File: src/rtl/div_ctrl_pkg.sv
// Shared types and constants for the multi-cycle divider sequencer.
// State encoding and handshake levels used by div_ctrl and its step datapath.
package div_ctrl_pkg;

    localparam int DIV_DW = 32;

    typedef enum logic [1:0] {
        DIV_FREE   = 2'b00,
        DIV_BYZERO = 2'b01,
        DIV_ON     = 2'b10,
        DIV_END    = 2'b11
    } div_state_e;

    localparam logic DIV_RESULT_READY     = 1'b1;
    localparam logic DIV_RESULT_NOT_READY = 1'b0;
    localparam logic DIV_START            = 1'b1;
    localparam logic DIV_STOP             = 1'b0;

endpackage

File: src/rtl/div_ctrl_step.sv
// One radix-2 restoring division step: shifts {rem,quo} left by one and
// subtracts the divisor from the widened partial remainder when it fits.
module div_ctrl_step #(
    parameter int DW = 32
) (
    input  logic [DW-1:0] rem,
    input  logic [DW-1:0] quo,
    input  logic [DW-1:0] divisor,
    output logic [DW-1:0] rem_nxt,
    output logic [DW-1:0] quo_nxt
);

    logic [DW:0]   partial_s;
    logic [DW+1:0] trial_s;
    logic          unused_s;

    // The DW+1-bit partial keeps unsigned divisors up to 2^DW-1 exact.
    always_comb begin
        partial_s = {rem, quo[DW-1]};
        trial_s   = {1'b0, partial_s} - {2'b00, divisor};
        if (trial_s[DW+1] == 1'b0) begin
            rem_nxt = trial_s[DW-1:0];
            quo_nxt = {quo[DW-2:0], 1'b1};
        end else begin
            rem_nxt = partial_s[DW-1:0];
            quo_nxt = {quo[DW-2:0], 1'b0};
        end
    end

    assign unused_s = trial_s[DW] ^ partial_s[DW];

endmodule

File: src/rtl/div_ctrl.sv
// Sequencer for the shared multi-cycle divider (DIV/DIVU): operand latching,
// 32 restoring steps, MIPS sign fix-up and pipeline stall request.
module div_ctrl
    import div_ctrl_pkg::*;
#(
    parameter int DW = DIV_DW
) (
    input  logic            clk,
    input  logic            rst,
    input  logic            signed_div_i,
    input  logic [DW-1:0]   opdata1_i,
    input  logic [DW-1:0]   opdata2_i,
    input  logic            start_i,
    input  logic            annul_i,
    output logic [2*DW-1:0] result_o,
    output logic            ready_o,
    output logic            stallreq_o
);

    localparam int CW = $clog2(DW) + 1;

    div_state_e      state_r, state_nxt_s;
    logic [CW-1:0]   cnt_r, cnt_nxt_s;
    logic            sign1_r, sign1_nxt_s, sign2_r, sign2_nxt_s;
    logic [DW-1:0]   divisor_r, divisor_nxt_s;
    logic [DW-1:0]   rem_r, rem_nxt_s, quo_r, quo_nxt_s;
    logic [DW-1:0]   rem_step_s, quo_step_s;
    logic [2*DW-1:0] result_r, result_nxt_s;
    logic            ready_r, ready_nxt_s;
    logic            accept_s;
    logic            neg1_s, neg2_s;

    div_ctrl_step #(.DW(DW)) u_step (
        .rem     (rem_r),
        .quo     (quo_r),
        .divisor (divisor_r),
        .rem_nxt (rem_step_s),
        .quo_nxt (quo_step_s)
    );

    assign accept_s   = (start_i == DIV_START) && !annul_i;
    assign neg1_s     = signed_div_i && opdata1_i[DW-1];
    assign neg2_s     = signed_div_i && opdata2_i[DW-1];
    assign stallreq_o = ((state_r == DIV_FREE) && accept_s) ||
                        (state_r == DIV_ON) || (state_r == DIV_BYZERO);
    assign result_o   = result_r;
    assign ready_o    = ready_r;

    // Next-state, datapath and output computation.
    always_comb begin
        state_nxt_s   = state_r;
        cnt_nxt_s     = cnt_r;
        sign1_nxt_s   = sign1_r;
        sign2_nxt_s   = sign2_r;
        divisor_nxt_s = divisor_r;
        rem_nxt_s     = rem_r;
        quo_nxt_s     = quo_r;
        result_nxt_s  = result_r;
        ready_nxt_s   = ready_r;
        case (state_r)
            DIV_FREE: begin
                ready_nxt_s  = DIV_RESULT_NOT_READY;
                result_nxt_s = {(2*DW){1'b0}};
                if (accept_s) begin
                    if (opdata2_i == {DW{1'b0}}) begin
                        state_nxt_s = DIV_BYZERO;
                    end else begin
                        state_nxt_s   = DIV_ON;
                        cnt_nxt_s     = {CW{1'b0}};
                        sign1_nxt_s   = neg1_s;
                        sign2_nxt_s   = neg2_s;
                        divisor_nxt_s = neg2_s ? ({DW{1'b0}} - opdata2_i) : opdata2_i;
                        rem_nxt_s     = {DW{1'b0}};
                        quo_nxt_s     = neg1_s ? ({DW{1'b0}} - opdata1_i) : opdata1_i;
                    end
                end else begin
                    state_nxt_s = DIV_FREE;
                end
            end
            DIV_BYZERO: begin
                state_nxt_s  = DIV_END;
                result_nxt_s = {(2*DW){1'b0}};
                ready_nxt_s  = DIV_RESULT_READY;
            end
            DIV_ON: begin
                if (annul_i) begin
                    state_nxt_s  = DIV_FREE;
                    cnt_nxt_s    = {CW{1'b0}};
                    ready_nxt_s  = DIV_RESULT_NOT_READY;
                    result_nxt_s = {(2*DW){1'b0}};
                end else if (cnt_r != CW'(DW)) begin
                    rem_nxt_s = rem_step_s;
                    quo_nxt_s = quo_step_s;
                    cnt_nxt_s = cnt_r + CW'(1);
                end else begin
                    // MIPS: quotient sign is sign1^sign2, remainder follows the dividend.
                    result_nxt_s = {sign1_r ? ({DW{1'b0}} - rem_r) : rem_r,
                                    (sign1_r ^ sign2_r) ? ({DW{1'b0}} - quo_r) : quo_r};
                    ready_nxt_s  = DIV_RESULT_READY;
                    state_nxt_s  = DIV_END;
                end
            end
            DIV_END: begin
                if (start_i == DIV_STOP) begin
                    state_nxt_s  = DIV_FREE;
                    ready_nxt_s  = DIV_RESULT_NOT_READY;
                    result_nxt_s = {(2*DW){1'b0}};
                end else begin
                    state_nxt_s = DIV_END;
                end
            end
            default: begin
                state_nxt_s  = DIV_FREE;
                cnt_nxt_s    = {CW{1'b0}};
                ready_nxt_s  = DIV_RESULT_NOT_READY;
                result_nxt_s = {(2*DW){1'b0}};
            end
        endcase
    end

    // State, counter, operand latches and registered outputs.
    always_ff @(posedge clk or posedge rst) begin
        if (rst) begin
            state_r   <= DIV_FREE;
            cnt_r     <= {CW{1'b0}};
            sign1_r   <= 1'b0;
            sign2_r   <= 1'b0;
            divisor_r <= {DW{1'b0}};
            rem_r     <= {DW{1'b0}};
            quo_r     <= {DW{1'b0}};
            result_r  <= {(2*DW){1'b0}};
            ready_r   <= DIV_RESULT_NOT_READY;
        end else begin
            state_r   <= state_nxt_s;
            cnt_r     <= cnt_nxt_s;
            sign1_r   <= sign1_nxt_s;
            sign2_r   <= sign2_nxt_s;
            divisor_r <= divisor_nxt_s;
            rem_r     <= rem_nxt_s;
            quo_r     <= quo_nxt_s;
            result_r  <= result_nxt_s;
            ready_r   <= ready_nxt_s;
        end
    end

endmodule

File: config.mk
export PLATFORM = sky130hd
export DESIGN_NAME = div_ctrl
export DESIGN_NICKNAME = d
export VERILOG_FILES = /design/src/rtl/div_ctrl_pkg.sv /design/src/rtl/div_ctrl_step.sv /design/src/rtl/div_ctrl.sv
export SDC_FILE = /design/constraint.sdc
export NUM_CORES = 1
export LEC_CHECK = 0
export CORE_MARGIN = 1
export CORE_UTILIZATION = 50
export CTS_CLUSTER_DIAMETER = 50
export DETAILED_ROUTE_END_ITERATION = 6
export PLACE_DENSITY = 0.76
export SLEW_MARGIN = 0
export SYNTH_ARGS = -nofsm -noshare
export SYNTH_HDL_FRONTEND = slang
export SYNTH_SLANG_ARGS = --single-unit
File: constraint.sdc
create_clock -name clk -period 5.63 [get_ports clk]
set_input_delay 1.126 -clock clk [delete_from_list [all_inputs] [get_ports clk]]
set_output_delay 1.126 -clock clk [all_outputs]
set_load 0.02 [all_outputs]
# After elaboration in Yosys (flattened, before gate mapping)
# Cells that the tools add are included.
op_classes:
  addsub: 6
  n_eq_ne: 11
  mux: 35
  bitwise_logic: 2
  n_reduce_logical: 15
op_table:
  columns: ["op", "n"]
  rows:
  - ["two-way mux 32 bit", 13]
  - ["two-way mux 64 bit", 3]
  - ["case mux 64 bit (3 select lines)", 1]
  - ["case mux 32 bit (2 select lines)", 2]
  - ["subtractor 1 x 32 -> 32 bit (first input constant)", 4]
  - ["subtractor 33 x 32 -> 34 bit", 1]
  - ["zero test 32 bit", 1]
  - ["two-way mux 6 bit", 4]
  - ["case mux 6 bit (2 select lines)", 1]
  - ["two-way mux 2 bit", 5]
  - ["!= test 2 bit (second input constant)", 4]
  - ["case mux 2 bit (4 select lines)", 1]
  - ["adder 6 x 1 -> 6 bit (second input constant)", 1]
  - ["!= test 6 bit (second input constant)", 1]
  - ["AND reduction 5 bit", 1]
  - ["equality test 2 bit (second input constant)", 2]
  - ["logical AND 1 bit", 4]
  - ["two-way mux 1 bit", 4]
  - ["case mux 1 bit (4 select lines)", 1]
  - ["AND reduction 4 bit", 1]
  - ["!= test 3 x 2 -> 1 bit (second input constant)", 1]
  - ["!= test 3 bit (second input constant)", 1]
  - ["AND reduction 3 bit", 1]
  - ["equality test 2 x 1 -> 1 bit (second input constant)", 1]
  - ["other kinds (9)", 10]
totals:
  register_bits: 171
  inputBits: 69
  word_cells: 78

# Depth between registers and ports, before layout
depth:
  depth_word: 5
  mapped_depth: 14
  mapped_depth_nobuf: 13

# By module
# Synthesis repeated with hierarchy kept, for this count alone.
unflattened:
  hier_cells: 1411
  area_unflattened_um2: 11972.7
by_module_without_submodules:
  columns: ["module", "instances", "cells_per_inst", "area_per_inst_um2", "seq_area_each_um2"]
  rows:
  - ["div_ctrl", 1, 1007, 9310.2, 4279.1]
  - ["div_ctrl_step", 1, 404, 2662.6, 0.0]

# Worst setup path before layout
# OpenSTA, ideal clock, no wires.
synth_timing:
  path_kind: "input port to flip-flop"
  from: "input opdata1_i[6]"
  to: "register quo_r[27]"
  setup_time_ps: 134
  t_arrival_ps: 3379
  required_time_ps: 5496
  path_slack_ps: 2117
  path_stages: 9
  path_buffers: 0
  path_cell_list: "or4_4 > or3_1 > or4b_4 > or2_1 > o31ai_1 > xor2_1 > nor2_1 > a21oi_1 > o21ai_0"
synth_via:
  elab_chain_cells: 5
synth_lines:
  columns: ["item", "line_no", "text"]
  rows:
  - ["start: declaration", "div_ctrl.sv:11", "input logic [DW-1:0] opdata1_i,"]
  - ["subtractor 1 x 32 -> 32 bit", "div_ctrl.sv:74", "quo_nxt_s = neg1_s ? ({DW{1'b0}} - opdata1_i) : opdata1_i;"]
  - ["two-way mux 32 bit", "div_ctrl.sv:74", null]
  - ["two-way mux 32 bit", "div_ctrl.sv:65", "if (opdata2_i == {DW{1'b0}}) begin"]
  - ["two-way mux 32 bit", "div_ctrl.sv:64", "if (accept_s) begin"]
  - ["case mux 32 bit (2 select lines)", "div_ctrl.sv:60", "case (state_r)"]
  - ["end signal: assignment", "div_ctrl.sv:130", "quo_r <= {DW{1'b0}};"]
  - ["end signal: assignment", "div_ctrl.sv:140", "quo_r <= quo_nxt_s;"]
  - ["end: declaration", "div_ctrl.sv:26", "logic [DW-1:0] rem_r, rem_nxt_s, quo_r, quo_nxt_s;"]
# Every way passes these cells. The select of a mux whose other input is x is not followed.
# A chain may end at the register's enable or synchronous reset.

# Worst setup path after layout
layout_timing:
  from: "register divisor_r[1]"
  to: "register rem_r[15]"
layout_via:
  elab_chain_cells: 5
layout_lines:
  columns: ["item", "line_no", "text"]
  rows:
  - ["start: declaration", "div_ctrl.sv:25", "logic [DW-1:0] divisor_r, divisor_nxt_s;"]
  - ["start signal: assignment", "div_ctrl.sv:128", "divisor_r <= {DW{1'b0}};"]
  - ["start signal: assignment", "div_ctrl.sv:138", "divisor_r <= divisor_nxt_s;"]
  - ["subtractor 33 x 32 -> 34 bit", "div_ctrl_step.sv:20", "trial_s = {1'b0, partial_s} - {2'b00, divisor};"]
  - ["two-way mux 32 bit", "div_ctrl_step.sv:21", "if (trial_s[DW+1] == 1'b0) begin"]
  - ["two-way mux 32 bit", "div_ctrl.sv:91", "end else if (cnt_r != CW'(DW)) begin"]
  - ["two-way mux 32 bit", "div_ctrl.sv:86", "if (annul_i) begin"]
  - ["case mux 32 bit (2 select lines)", "div_ctrl.sv:60", null]
  - ["end signal: assignment", "div_ctrl.sv:129", "rem_r <= {DW{1'b0}};"]
  - ["end signal: assignment", "div_ctrl.sv:139", "rem_r <= rem_nxt_s;"]
  - ["end: declaration", "div_ctrl.sv:26", null]
# Every way passes these cells. The select of a mux whose other input is x is not followed.

==> impl_metrics.toml <==
[power_and_ir_drop]
peakVddDrop_v = 0.0001993
p_leak_nw = 5.967
p_per_area_nw_per_um2 = 415.4

[flow_run]
max-cap-violations = 0

[final_layout]
layout_common_cells = "o21ai_0 (204), nand2_1 (202), dfrtp_1 (171)"
layout-drive-gt1-share_pct = 4.640
diodes = 0
syn2layout_area_growth_pct = 19.84
layout_commonest_cell = "o21ai_0"
fill_cells = 1936
final_core_util_pct = 61.12
fin_area_um2 = 13380
fin_nets = 1544

[critical_path]
crit_path_end_kind = "flop"
worst_r2r_startpoint = "divisor_r[1]"
critPathMaxFanout = 26
timing_worst_setup_path_type = "reg -> reg"
cp-startpoint = "divisor_r[1]"
critPathMaxStageDelay_ps = 640
cp_cell_sequence = "inv_1 > ha_1 > nor2b_1 > o2111ai_1 > a2111oi_0 > a211oi_1 > o31a_1 > a2bb2oi_1 > and2_1 > buf_4 > mux2i_1 > o21ai_0"
cp.required_ps = 5930
crit_path_start_kind = "flop"
crit_arrival_ps = 4460
cpMaxStageDelayCell = "a211oi_1"
r2r_setup_slack_ps = 1470

[global_route]
track_usage_pct = 24.83
first_global_vias = 8867
antenna_found_initial = 0
gr-total-overflow = 0
grt_start_max_net_pins = 172
grt_pass1_wl_um = 44770

[route]
viasPerCell = 5.669
wire_per_inst_um = 15.96
vias = 9774
route.detailed.drc = 0
drt-total-wl_um = 27510
dr.pass1.iters = 5
drt.antenna.violating_nets = 0
initialDrtViolationCount = 646

[die]
start_util_pct = 51.00
core_um2 = 21890
row_count = 54
fp.dieH_um = 151.4
dieArea_um2 = 22930
die_x_um = 151.4
io_pins = 135

[synth]
syn_inst = 1335
synth.distinct_cells = 61
synthArstFlopShare_pct = 100.0
netlist_area_um2 = 11160
synth_enable_flop_cells = 0
synth_flop_cell = "dfrtp_1"
syn_nets = 1448
synth_seq_cells = 171
syn_area_per_cell_um2 = 8.363
ys_warn_count = 0
ys_seq_area_share_pct = 38.33

[sta]
fmax_ghz = 0.2404
relSlewSlack_pct = 22.86
maxSlewViolCount = 0
clock_skew_ps = 11.84
finalCritPeriodShare_pct = 73.89
final-hold-violation-count = 0
rsz0062_at_grt = "false"
tns_ps = 0
finalCriticalPeriod_ps = 4160
fin_hold_ws_ps = 480.2
tightest_slew_ps = 1149
setup_violations = 0

[clocking]
h-tree-depth = 4
cts_tree = "built"
path_clk_slew_ps = 70
postCtsSetupBuffers = 0
cts_buffers = 17
root_buffer = "clkbuf_16"
cts_buffer_depth = 2
clock_latency_ps = 440
holdBufCountCts = 0
post_cts_resized = 0
cts.sinks = 171

[place]
gp_congestion = 0.9034
dp_hpwl_um = 20400
dpl_cell_area_um2 = 12710
io_buffer_count = 134

[hold_path]
hold_class = "reg -> reg"
hp-start = "result_o[53]"

[status]
outcome = "finished clean"
[kinds of logic (layout without fill, tap and decap cells)]
family / after synthesis / in the layout / synth area share, %
compound gates: 401 / 401 / 20.93
buf+inv: 129 / 238 / 4.472
flops: 171 / 171 / 38.33
xor+xnor: 150 / 150 / 11.77
mux: 33 / 33 / 2.959
simple gates: 407 / 407 / 16.54
fa+ha+maj: 44 / 44 / 4.998
[sequential cells by signal (all words and copies together), names as in the netlist]
name / flops
cnt_r: 6
divisor_r: 32
quo_r: 32
ready_o: 1
rem_r: 32
result_o: 64
sign1_r: 1
sign2_r: 1
state_r: 2
[per-layer routing]
layer	share of wire, %	vias to the layer above	track usage, %
li1	-	4841	-
met1	49	4594	37.21
met2	44	308	37.51
met3	5.8	31	3.464
met4	1.4	0	5.950
met5	0	-	0
[metrics by stage]
| stage | power [mW] | instances | setup WS (ps) |
|---|---|---|---|
| 2_1_floorplan | 3.605 | 1335 | 2117 |
| 3_3_place_gp | 4.134 | 1692 | 1215 |
| 3_5_place_dp | 4.217 | 1692 | 1150 |
| 4_1_cts | 5.558 | 1724 | 1488 |
| 5_1_grt | 5.968 | 1724 | 1142 |
| 6_report | 5.558 | 1724 | 1470 |
[final cells by class]
cell class	instances	area, um^2	area share [%]
multi-input cells	1035	6405	47.87
flip-flops and latches	171	4279	31.98
clock inverters	14	231.5	1.730
well taps	280	350.3	2.619
clock buffers	18	439.2	3.283
repair buffers	143	1434	10.72
inverters	63	240.2	1.796
[path summary, 6_finish.rpt]
path	endpoint	cells past startpoint
max reg2reg	rem_r[15]	12
min	result_o[53]	2
max	rem_r[15]	12
max in group asynchronous	divisor_r[3]	3
min in group asynchronous	result_o[38]	3
min reg2reg	result_o[53]	2
[synth_stat cells, drive strengths merged, types with 17 or more instances]
cell    instances  share of area [%]
inv            63                2.1
xnor2          64                5.0
dfrtp         171                 38
ha             43                4.8
a21oi          95                4.3
o21ai         205                9.2
o31ai          20                1.3
or3            17                1.0
clkbuf         52                1.8
nor2           92                3.1
mux2i          33                3.0
xor2           86                6.7
nand2         203                6.8
[report_power, final]
part / switching (mW) / total, mW / internal (mW)
sequential: 0.288 / 1.77 / 1.48
clock: 0.515 / 1.33 / 0.811
combinational: 1.48 / 2.46 / 0.986
total: 2.28 / 5.56 / 3.28
[worst max-delay path: cells and delay by family, from the launching register on]
kind                     cells  cell delay, ps
flip-flops                   1             390
buffers and inverters        2             610
AND/OR/NAND/NOR              2             520
adder cells (fa/ha/maj)      1             260
AO/OA/AOI/OAI                6            1970
multiplexers                 1             270
No activity file was read; power rests on OpenSTA's default activity.
